==> config.mk <==
export PLATFORM = sky130hd
export DESIGN_NAME = uart_phy_flat
export DESIGN_NICKNAME = d
export VERILOG_FILES = /design/src/rtl/uart_phy_if.sv /design/src/rtl/uart_phy.sv /design/src/flat_wrapper.sv
export SDC_FILE = /design/constraint.sdc
export NUM_CORES = 1
export LEC_CHECK = 0
export BUFFER_PORTS_ARGS = -buffer_cell sky130_fd_sc_hd__buf_2
export CORE_MARGIN = 2
export CORE_UTILIZATION = 62
export DETAILED_ROUTE_END_ITERATION = 6
export PLACE_DENSITY = 0.86
export SETUP_SLACK_MARGIN = 0.5
export SYNTH_ARGS = -nofsm -noshare
export SYNTH_HDL_FRONTEND = slang
export SYNTH_SLANG_ARGS = --single-unit
==> constraint.sdc <==
create_clock -name s_axi_aclk_i -period 4.6 [get_ports s_axi_aclk_i]
set_input_delay 0.92 -clock s_axi_aclk_i [delete_from_list [all_inputs] [get_ports s_axi_aclk_i]]
set_output_delay 0.92 -clock s_axi_aclk_i [all_outputs]
set_load 0.1 [all_outputs]
==> src/rtl/uart_phy_if.sv <==
// -----------------------------------------------------------------------------
// uart_phy_if
// Handshake bundle between the AXI UART register block (master) and the
// bit-level UART PHY (slave). Signal names follow the PHY's point of view.
//   tx_en_i       : TX request, tx_data_i valid while high
//   tx_data_i     : byte to transmit
//   baud_div_i    : bit period in clocks
//   rx_en_i       : receiver enable
//   t_done_o      : 1-cycle pulse, frame transmitted
//   r_done_o      : 1-cycle pulse, byte received
//   rx_data_o     : last good received byte
//   framing_err_o : 1-cycle pulse, stop bit sampled low
//   tx_busy_o     : TX FSM not idle
//   rx_busy_o     : RX FSM not idle
// -----------------------------------------------------------------------------
interface uart_phy_if;
  logic        tx_en_i;
  logic [7:0]  tx_data_i;
  logic [15:0] baud_div_i;
  logic        rx_en_i;
  logic        t_done_o;
  logic        r_done_o;
  logic [7:0]  rx_data_o;
  logic        framing_err_o;
  logic        tx_busy_o;
  logic        rx_busy_o;

  modport master (
    output tx_en_i, tx_data_i, baud_div_i, rx_en_i,
    input  t_done_o, r_done_o, rx_data_o, framing_err_o, tx_busy_o, rx_busy_o
  );

  modport slave (
    input  tx_en_i, tx_data_i, baud_div_i, rx_en_i,
    output t_done_o, r_done_o, rx_data_o, framing_err_o, tx_busy_o, rx_busy_o
  );
endinterface

==> src/rtl/uart_phy.sv <==
// -----------------------------------------------------------------------------
// uart_phy
// Bit-level 8N1 UART transceiver driven by the AXI UART register block.
//   s_axi_aclk_i    : system clock
//   s_axi_aresetn_i : asynchronous active-low reset
//   reg_if          : register-block handshake (uart_phy_if.slave)
//   txd_o           : serial TX line, idles high, registered
//   rxd_i           : serial RX line, asynchronous to the clock
// Parameters:
//   SYNC_STAGES : RX synchronizer depth (>= 2)
//   MIN_DIV     : smallest bit period in clocks (baud_div_i is clamped to it)
// -----------------------------------------------------------------------------
module uart_phy #(
  parameter int SYNC_STAGES = 2,
  parameter int MIN_DIV     = 4
) (
  input  logic      s_axi_aclk_i,
  input  logic      s_axi_aresetn_i,
  uart_phy_if.slave reg_if,
  output logic      txd_o,
  input  logic      rxd_i
);

  typedef enum logic [2:0] {TX_IDLE, TX_START, TX_DATA, TX_STOP, TX_HOLD} tx_state_t;
  typedef enum logic [1:0] {RX_IDLE, RX_START, RX_DATA, RX_STOP} rx_state_t;

  localparam logic [15:0] MIN_D = 16'(MIN_DIV);

  // Effective divider, latched separately by each FSM at frame start.
  logic [15:0] w_div_eff;
  assign w_div_eff = (reg_if.baud_div_i < MIN_D) ? MIN_D : reg_if.baud_div_i;

  // ---------------------------------------------------------------------------
  // Transmitter
  // ---------------------------------------------------------------------------
  tx_state_t   r_tx_state;
  logic [15:0] r_tx_div;
  logic [15:0] r_tx_cnt;
  logic [2:0]  r_tx_bit;
  logic [7:0]  r_tx_shift;
  logic        r_txd;
  logic        r_t_done;
  logic        r_tx_busy;
  logic        w_tx_last;

  assign w_tx_last = (r_tx_cnt == r_tx_div - 16'd1);

  always_ff @(posedge s_axi_aclk_i or negedge s_axi_aresetn_i) begin
    if (!s_axi_aresetn_i) begin
      r_tx_state <= TX_IDLE;
      r_tx_div   <= MIN_D;
      r_tx_cnt   <= '0;
      r_tx_bit   <= '0;
      r_tx_shift <= '0;
      r_txd      <= 1'b1;
      r_t_done   <= 1'b0;
      r_tx_busy  <= 1'b0;
    end else begin
      r_t_done <= 1'b0;
      r_tx_cnt <= w_tx_last ? 16'd0 : r_tx_cnt + 16'd1;
      case (r_tx_state)
        TX_IDLE: begin
          r_tx_cnt <= '0;
          if (reg_if.tx_en_i) begin
            r_tx_shift <= reg_if.tx_data_i;
            r_tx_div   <= w_div_eff;
            r_tx_bit   <= '0;
            r_txd      <= 1'b0;
            r_tx_busy  <= 1'b1;
            r_tx_state <= TX_START;
          end
        end
        TX_START: begin
          if (w_tx_last) begin
            r_txd      <= r_tx_shift[0];
            r_tx_state <= TX_DATA;
          end
        end
        TX_DATA: begin
          if (w_tx_last) begin
            if (r_tx_bit == 3'd7) begin
              r_txd      <= 1'b1;
              r_tx_state <= TX_STOP;
            end else begin
              r_tx_bit   <= r_tx_bit + 3'd1;
              r_tx_shift <= r_tx_shift >> 1;
              r_txd      <= r_tx_shift[1];
            end
          end
        end
        TX_STOP: begin
          // Registered pulse: set one cycle early so it lands in the last stop cycle.
          if (r_tx_cnt == r_tx_div - 16'd2) r_t_done <= 1'b1;
          if (w_tx_last) r_tx_state <= TX_HOLD;
        end
        TX_HOLD: begin
          // Two quiet cycles give the register block time to refresh tx_en/tx_data.
          if (r_tx_cnt == 16'd1) begin
            r_tx_state <= TX_IDLE;
            r_tx_busy  <= 1'b0;
          end
        end
        default: begin
          r_tx_state <= TX_IDLE;
          r_tx_busy  <= 1'b0;
          r_txd      <= 1'b1;
        end
      endcase
    end
  end

  // ---------------------------------------------------------------------------
  // Receiver
  // ---------------------------------------------------------------------------
  logic [SYNC_STAGES-1:0] r_rx_sync;
  logic                   r_rs_prev;
  logic                   w_rs;
  logic                   w_rx_fall;

  assign w_rs      = r_rx_sync[SYNC_STAGES-1];
  assign w_rx_fall = r_rs_prev & ~w_rs;

  always_ff @(posedge s_axi_aclk_i or negedge s_axi_aresetn_i) begin
    if (!s_axi_aresetn_i) begin
      r_rx_sync <= '1;
      r_rs_prev <= 1'b1;
    end else begin
      r_rx_sync <= {r_rx_sync[SYNC_STAGES-2:0], rxd_i};
      r_rs_prev <= w_rs;
    end
  end

  rx_state_t   r_rx_state;
  logic [15:0] r_rx_div;
  logic [15:0] r_rx_cnt;
  logic [2:0]  r_rx_bit;
  logic [7:0]  r_rx_shift;
  logic [7:0]  r_rx_data;
  logic        r_r_done;
  logic        r_ferr;
  logic        r_rx_busy;
  logic        w_rx_half;
  logic        w_rx_full;

  // Start bit is checked at its middle; every later sample is a full period on.
  assign w_rx_half = (r_rx_cnt == (r_rx_div >> 1) - 16'd1);
  assign w_rx_full = (r_rx_cnt == r_rx_div - 16'd1);

  always_ff @(posedge s_axi_aclk_i or negedge s_axi_aresetn_i) begin
    if (!s_axi_aresetn_i) begin
      r_rx_state <= RX_IDLE;
      r_rx_div   <= MIN_D;
      r_rx_cnt   <= '0;
      r_rx_bit   <= '0;
      r_rx_shift <= '0;
      r_rx_data  <= '0;
      r_r_done   <= 1'b0;
      r_ferr     <= 1'b0;
      r_rx_busy  <= 1'b0;
    end else begin
      r_r_done <= 1'b0;
      r_ferr   <= 1'b0;
      r_rx_cnt <= r_rx_cnt + 16'd1;
      if (r_rx_state != RX_IDLE && !reg_if.rx_en_i) begin
        // Receiver disabled mid-frame: drop everything silently.
        r_rx_state <= RX_IDLE;
        r_rx_busy  <= 1'b0;
        r_rx_cnt   <= '0;
      end else begin
        case (r_rx_state)
          RX_IDLE: begin
            r_rx_cnt <= '0;
            if (reg_if.rx_en_i && w_rx_fall) begin
              r_rx_div   <= w_div_eff;
              r_rx_busy  <= 1'b1;
              r_rx_state <= RX_START;
            end
          end
          RX_START: begin
            if (w_rx_half) begin
              r_rx_cnt <= '0;
              r_rx_bit <= '0;
              if (w_rs) begin
                // Line back high at mid-start: glitch, not a frame.
                r_rx_state <= RX_IDLE;
                r_rx_busy  <= 1'b0;
              end else begin
                r_rx_state <= RX_DATA;
              end
            end
          end
          RX_DATA: begin
            if (w_rx_full) begin
              r_rx_cnt   <= '0;
              r_rx_shift <= {w_rs, r_rx_shift[7:1]};
              if (r_rx_bit == 3'd7) r_rx_state <= RX_STOP;
              else                  r_rx_bit   <= r_rx_bit + 3'd1;
            end
          end
          RX_STOP: begin
            if (w_rx_full) begin
              if (w_rs) begin
                r_rx_data <= r_rx_shift;
                r_r_done  <= 1'b1;
              end else begin
                r_ferr <= 1'b1;
              end
              r_rx_state <= RX_IDLE;
              r_rx_busy  <= 1'b0;
            end
          end
          default: begin
            r_rx_state <= RX_IDLE;
            r_rx_busy  <= 1'b0;
          end
        endcase
      end
    end
  end

  assign txd_o                = r_txd;
  assign reg_if.t_done_o      = r_t_done;
  assign reg_if.tx_busy_o     = r_tx_busy;
  assign reg_if.r_done_o      = r_r_done;
  assign reg_if.framing_err_o = r_ferr;
  assign reg_if.rx_data_o     = r_rx_data;
  assign reg_if.rx_busy_o     = r_rx_busy;

endmodule

==> src/flat_wrapper.sv <==
// flat-port wrapper written by rule: the top's interface ports become plain ports
module uart_phy_flat 
#(
  parameter int SYNC_STAGES = 2,
  parameter int MIN_DIV     = 4
)
  (s_axi_aclk_i, s_axi_aresetn_i, txd_o, rxd_i, reg_if_tx_en_i, reg_if_tx_data_i, reg_if_baud_div_i, reg_if_rx_en_i, reg_if_t_done_o, reg_if_r_done_o, reg_if_rx_data_o, reg_if_framing_err_o, reg_if_tx_busy_o, reg_if_rx_busy_o);
  uart_phy_if reg_if_i ();
  input  logic s_axi_aclk_i;
  input  logic s_axi_aresetn_i;
  output logic txd_o;
  input  logic rxd_i;
  input wire logic [$bits(reg_if_i.tx_en_i)-1:0] reg_if_tx_en_i;
  input wire logic [$bits(reg_if_i.tx_data_i)-1:0] reg_if_tx_data_i;
  input wire logic [$bits(reg_if_i.baud_div_i)-1:0] reg_if_baud_div_i;
  input wire logic [$bits(reg_if_i.rx_en_i)-1:0] reg_if_rx_en_i;
  output wire logic [$bits(reg_if_i.t_done_o)-1:0] reg_if_t_done_o;
  output wire logic [$bits(reg_if_i.r_done_o)-1:0] reg_if_r_done_o;
  output wire logic [$bits(reg_if_i.rx_data_o)-1:0] reg_if_rx_data_o;
  output wire logic [$bits(reg_if_i.framing_err_o)-1:0] reg_if_framing_err_o;
  output wire logic [$bits(reg_if_i.tx_busy_o)-1:0] reg_if_tx_busy_o;
  output wire logic [$bits(reg_if_i.rx_busy_o)-1:0] reg_if_rx_busy_o;
  assign reg_if_i.tx_en_i = reg_if_tx_en_i;
  assign reg_if_i.tx_data_i = reg_if_tx_data_i;
  assign reg_if_i.baud_div_i = reg_if_baud_div_i;
  assign reg_if_i.rx_en_i = reg_if_rx_en_i;
  assign reg_if_t_done_o = reg_if_i.t_done_o;
  assign reg_if_r_done_o = reg_if_i.r_done_o;
  assign reg_if_rx_data_o = reg_if_i.rx_data_o;
  assign reg_if_framing_err_o = reg_if_i.framing_err_o;
  assign reg_if_tx_busy_o = reg_if_i.tx_busy_o;
  assign reg_if_rx_busy_o = reg_if_i.rx_busy_o;
  uart_phy #(.SYNC_STAGES(SYNC_STAGES), .MIN_DIV(MIN_DIV)) u_core (.s_axi_aclk_i(s_axi_aclk_i), .s_axi_aresetn_i(s_axi_aresetn_i), .reg_if(reg_if_i), .txd_o(txd_o), .rxd_i(rxd_i));
endmodule
==> tab_implementation.tex <==
\begin{tabular}{lr}
\hline
Metric & Value \\
\hline
\multicolumn{2}{l}{\textbf{Die}} \\
\quad Initial Utilization & between 60\% and 70\% \\
\quad Die Footprint & roughly 12000 µm² \\
\quad Std cell rows & 39 \\
\quad IO Pins & between 40 and 50 \\
\quad Core Area & 11300 µm² \\
\quad Die Y-Extent & $\sim$110 µm \\
\quad Horizontal die dimension & 111 µm \\
\multicolumn{2}{l}{\textbf{Logic synthesis}} \\
\quad Gate Count Post-Synth & between 700 and 800 \\
\quad Mean Syn Cell Area & 9.03 µm² \\
\quad Multiplexer share of the synthesized area & under 10\% \\
\quad Number of warning messages in the yosys log & 0 \\
\quad Synthesized cell area & roughly 7100 µm² \\
\quad Simple-gate share of the synthesized area & a little over a quarter \\
\quad Total nets after synthesis & between 800 and 900 \\
\quad Fraction of the yosys area taken by sequential cells & 38.0\% \\
\quad Compound-Gate Fraction of Synth Area & approximately 9.6\% \\
\quad Most instantiated flip-flop cell in the synthesis netlist & dfrtp\_1 \\
\quad Share of async-settable or async-resettable flops after synthesis & 100\% \\
\quad Synthesized flop and latch total & approximately 110 \\
\quad Count of different cell masters after synthesis & just under 80 \\
\quad Adder-cell area share of the yosys netlist & around 1.9\% \\
\quad Largest family of logic cells by synthesized area & simple AND/OR/NAND/NOR gates \\
\quad Count of flip-flops with a built-in enable after synthesis & 0 \\
\quad Post-synthesis xor/xnor area fraction & a little over a tenth \\
\multicolumn{2}{l}{\textbf{CTS}} \\
\quad Total of cells resized after clock tree synthesis & 0 \\
\quad Clock root cell & clkbuf\_16 \\
\quad Clock buffer count from CTS & 9 \\
\quad H-tree depth & 3 \\
\quad TritonCTS clock tree & built \\
\quad Number of sinks handled by clock tree synthesis & between 100 and 150 \\
\quad Post-CTS Setup Bufs & 0 \\
\quad Clk Latency, worst-skew pair & 0.36 ns \\
\quad Cts-stage hold buffer count & 0 \\
\quad Clock tree buffer depth & 2 \\
\quad Clock transition at the register clock pins on the worst setup and hold paths after CTS & approximately 0.080 ns \\
\multicolumn{2}{l}{\textbf{Setup path}} \\
\quad Data arrival time at the worst-slack endpoint & $\sim$3.9 ns \\
\quad Type of element capturing the critical path & flip-flop \\
\quad Startpoint kind of the worst setup timing path & flip-flop \\
\quad Gate family responsible for the most delay along the worst path & simple AND/OR/NAND/NOR gates \\
\quad Critical path, cell by cell & inv\_1 -> ha\_1 -> or3b\_4 -> nor4b\_4 -> mux2\_2 -> a31o\_1 -> nor4\_4 -> nand3\_2 -> a21oi\_4 -> mux2\_2 \\
\quad Stages on worst setup path & 10 \\
\quad Number of cells on the worst reg-to-reg path & 10 \\
\quad CP max FO & 7 \\
\quad Number of buffers and inverters on the critical path & 1 \\
\quad Required time of the critical path & around 4.8 ns \\
\quad Worst stage delay on the critical path & between 0.4 and 0.5 ns \\
\quad Worst-case register-to-register setup slack & between 0.9 and 1 ns \\
\quad Beginning of the worst register-to-register path & u\_core.r\_tx\_div[0] \\
\quad Crit Reg-Reg Endpoint & u\_core.r\_tx\_shift[1] \\
\quad End point of the critical path & u\_core.r\_tx\_shift[1] \\
\quad Category of the critical setup timing path & reg -> reg \\
\quad Start point of the critical path & u\_core.r\_tx\_div[0] \\
\quad Cell with the most instances on the worst path & mux2\_2 \\
\quad Slowest cell on the critical path & nor4\_4 \\
\multicolumn{2}{l}{\textbf{Cells and area}} \\
\quad Number of filler cells placed in the layout & between 800 and 900 \\
\quad Area of combinational cells with multiple inputs & between 4000 and 5000 µm² \\
\quad Antenna cells & 0 \\
\quad Most common library cell in the layout ignoring fill and taps & dfrtp\_1 \\
\quad Register area & 2710 µm² \\
\quad Layout net count & 830 \\
\quad Relative area change from synthesis to final layout & 6.19\% \\
\quad Share of layout cells above drive strength 1 & $\sim$18\% \\
\quad Top library cells by usage in the layout, fill and taps aside & dfrtp\_1, nand2\_1, nor2\_1 \\
\multicolumn{2}{l}{\textbf{Detailed routing}} \\
\quad Detail Route Antenna Nets & 0 \\
\quad DR pass1 iterations & 4 \\
\quad Via Count & about 5800 \\
\quad Routed vias/inst & 6.14 \\
\quad Routed wire per std cell & about 17 µm \\
\quad Detailed-route DRC error count & 0 \\
\quad DRT iter0 DRCs & $\sim$410 \\
\quad Total length of routed wires & $\sim$16000 µm \\
\multicolumn{2}{l}{\textbf{Power and ir drop}} \\
\quad Power per cell area & about 290 nW/µm² \\
\quad Worst VDD drop & approximately 0.00025 V \\
\quad Post-layout total power & 2.21 mW \\
\quad Leakage power total & 3.42 nW \\
\multicolumn{2}{l}{\textbf{Timing}} \\
\quad Max Freq & about 270 MHz \\
\quad Final number of hold-violating endpoints & 0 \\
\quad Total of endpoints with negative setup slack in the final report & 0 \\
\quad Final clock period utilization by the worst path & about four fifths \\
\quad Final setup TNS & 0 ns \\
\quad Fin crit period & between 3 and 4 ns \\
\quad Count of pins over their slew limit & 0 \\
\quad Tightest Pin Transition & a little over 1 ns \\
\quad Unrepaired setup endpoints after global routing & false \\
\quad Normalized max-slew margin & between 30\% and 40\% \\
\quad Clock Skew & between 0.009 and 0.01 ns \\
\multicolumn{2}{l}{\textbf{Placement}} \\
\quad Detailed Place HPWL & approximately 12000 µm \\
\quad Count of buffers inserted at the top-level ports & 42 \\
\quad RePlAce Congestion & 0.959 \\
\multicolumn{2}{l}{\textbf{Outcome}} \\
\quad Run status & complete, no violations \\
\multicolumn{2}{l}{\textbf{Run}} \\
\quad MaxCap Viol Count & 0 \\
\multicolumn{2}{l}{\textbf{Global routing}} \\
\quad Global-route wire length before repair & about 27000 µm \\
\quad Antenna violations before repair & 0 \\
\quad Total congestion overflow after global routing & 0 \\
\quad Vias in the first global route & 5687 \\
\quad Largest net degree at the start of global routing & 86 \\
\quad Total global-route track usage & about a quarter \\
\multicolumn{2}{l}{\textbf{Worst hold path}} \\
\quad Hold Path Class & reg -> reg \\
\hline
\end{tabular}
cells in the mapped netlist (4+ instances only):
master	n	share of area (%)
or4_1	5	0.53
a21oi_1	17	1.2
and3_1	13	1.1
ha_1	11	1.9
a211oi_1	7	0.74
mux2i_1	8	1.1
or2_2	4	0.35
nor4b_1	7	0.86
dfstp_2	6	2.2
nor2_1	72	3.8
nand2b_1	14	1.2
nand3b_1	6	0.63
nor4_1	15	1.3
inv_1	19	1.0
nand4b_1	6	0.74
dfrtp_1	102	36
o21ai_0	22	1.5
xor2_1	43	5.3
nand2_1	100	5.3
a31oi_1	7	0.61
nand4_1	12	1.1
or3_1	6	0.53
clkbuf_8	5	0.96
mux2_2	47	7.4
nor3_1	24	1.7
nor2b_1	9	0.79
buf_2	8	0.56
xnor2_1	42	5.2
o211ai_1	5	0.53
clkbuf_1	38	2.0
or4b_2	4	0.56
nand3_1	29	2.0
nor3b_1	10	1.1
o31ai_1	4	0.42
stage by stage:
| stage | utilization [%] | area, µm² | setup WS, ns | cells | hold slack [ns] |
|---|---|---|---|---|---|
| after CTS | 66.8 | 7560 | 0.939 | 936 | 0.361 |
| after detailed placement | 64.1 | 7260 | 0.941 | 920 | 0.347 |
| after global routing | 66.9 | 7570 | 0.639 | 938 | 0.373 |
| after global placement | 64.1 | 7260 | 1.08 | 920 | 0.346 |
| final | 66.9 | 7570 | 0.936 | 938 | 0.359 |
| after floorplan | - | 7130 | 1.33 | 790 | 0.345 |
sequential cells by signal (all words and copies together), names as in the netlist, 2 cells and up:
signal                   flops
u_core.r_rx_state            2
u_core.r_tx_shift            8
u_core.r_tx_cnt             16
u_core.r_rx_shift            8
u_core.r_rx_div             16
u_core.r_rx_cnt             16
u_core.r_tx_state            3
u_core.r_rx_bit              3
u_core.r_tx_bit              3
u_core.r_rx_sync             2
u_core.r_tx_div             16
u_core.reg_if.rx_data_o      8
worst register-to-register path: cells and delay by family (launching register included):
kind / cells / cell delay, ns
AOI/OAI and AO/OA: 2 / 0.54
adders and majority gates: 1 / 0.26
and+or+nand+nor: 4 / 1.41
muxes: 2 / 0.75
DFF: 1 / 0.45
buffers and inverters: 1 / 0.12
power by group:
| part | total (mW) | switching, mW | internal [mW] |
|---|---|---|---|
| Clock | 0.775 | 0.389 | 0.386 |
| Sequential | 1.08 | 0.0956 | 0.988 |
| Combinational | 0.354 | 0.193 | 0.162 |
| Total | 2.21 | 0.677 | 1.54 |
how the worst min path moves through the flow:
| stage | from | slack [ns] | endpoint | depth (start not counted) |
|---|---|---|---|---|
| 5_1_grt | u_core.r_rx_sync[0] | 0.37 | u_core.r_rx_sync[1] | 0 |
| 4_1_cts | u_core.r_rx_sync[0] | 0.36 | u_core.r_rx_sync[1] | 0 |
| 6_report | u_core.r_rx_sync[0] | 0.36 | u_core.r_rx_sync[1] | 0 |
| 3_5_place_dp | u_core.r_rx_sync[0] | 0.35 | u_core.r_rx_sync[1] | 0 |
| 2_1_floorplan | u_core.r_rx_sync[0] | 0.35 | u_core.r_rx_sync[1] | 0 |
| 3_3_place_gp | u_core.r_rx_sync[0] | 0.35 | u_core.r_rx_sync[1] | 0 |
cells by family after synthesis:
kind of cell	Yosys count
simple gates	355
flops	108
compound gates	99
xor+xnor	85
buf+inv	76
mux	56
fa+ha+maj	11
metal layers:
layer  routed length [µm]  track usage [%]  vias up  part of all wire, %
met2                 7810             44.6      147                   49
met3                  558             4.32       55                  3.5
li1                     -                -     2772                    -
met1                 6900             33.4     2782                   43
met4                  641             12.7        0                  4.0
met5                    0                0        -                    0
area by class of cell:
| type | count | area share [%] |
|---|---|---|
| clock inverters | 7 | 1.02 |
| multi-input cells | 606 | 53.8 |
| repair buffers | 45 | 3.11 |
| flip-flops and latches | 108 | 35.8 |
| well taps | 143 | 2.36 |
| clock buffers | 9 | 2.97 |
| inverters | 20 | 0.991 |
(Power assumes the default switching activity.)
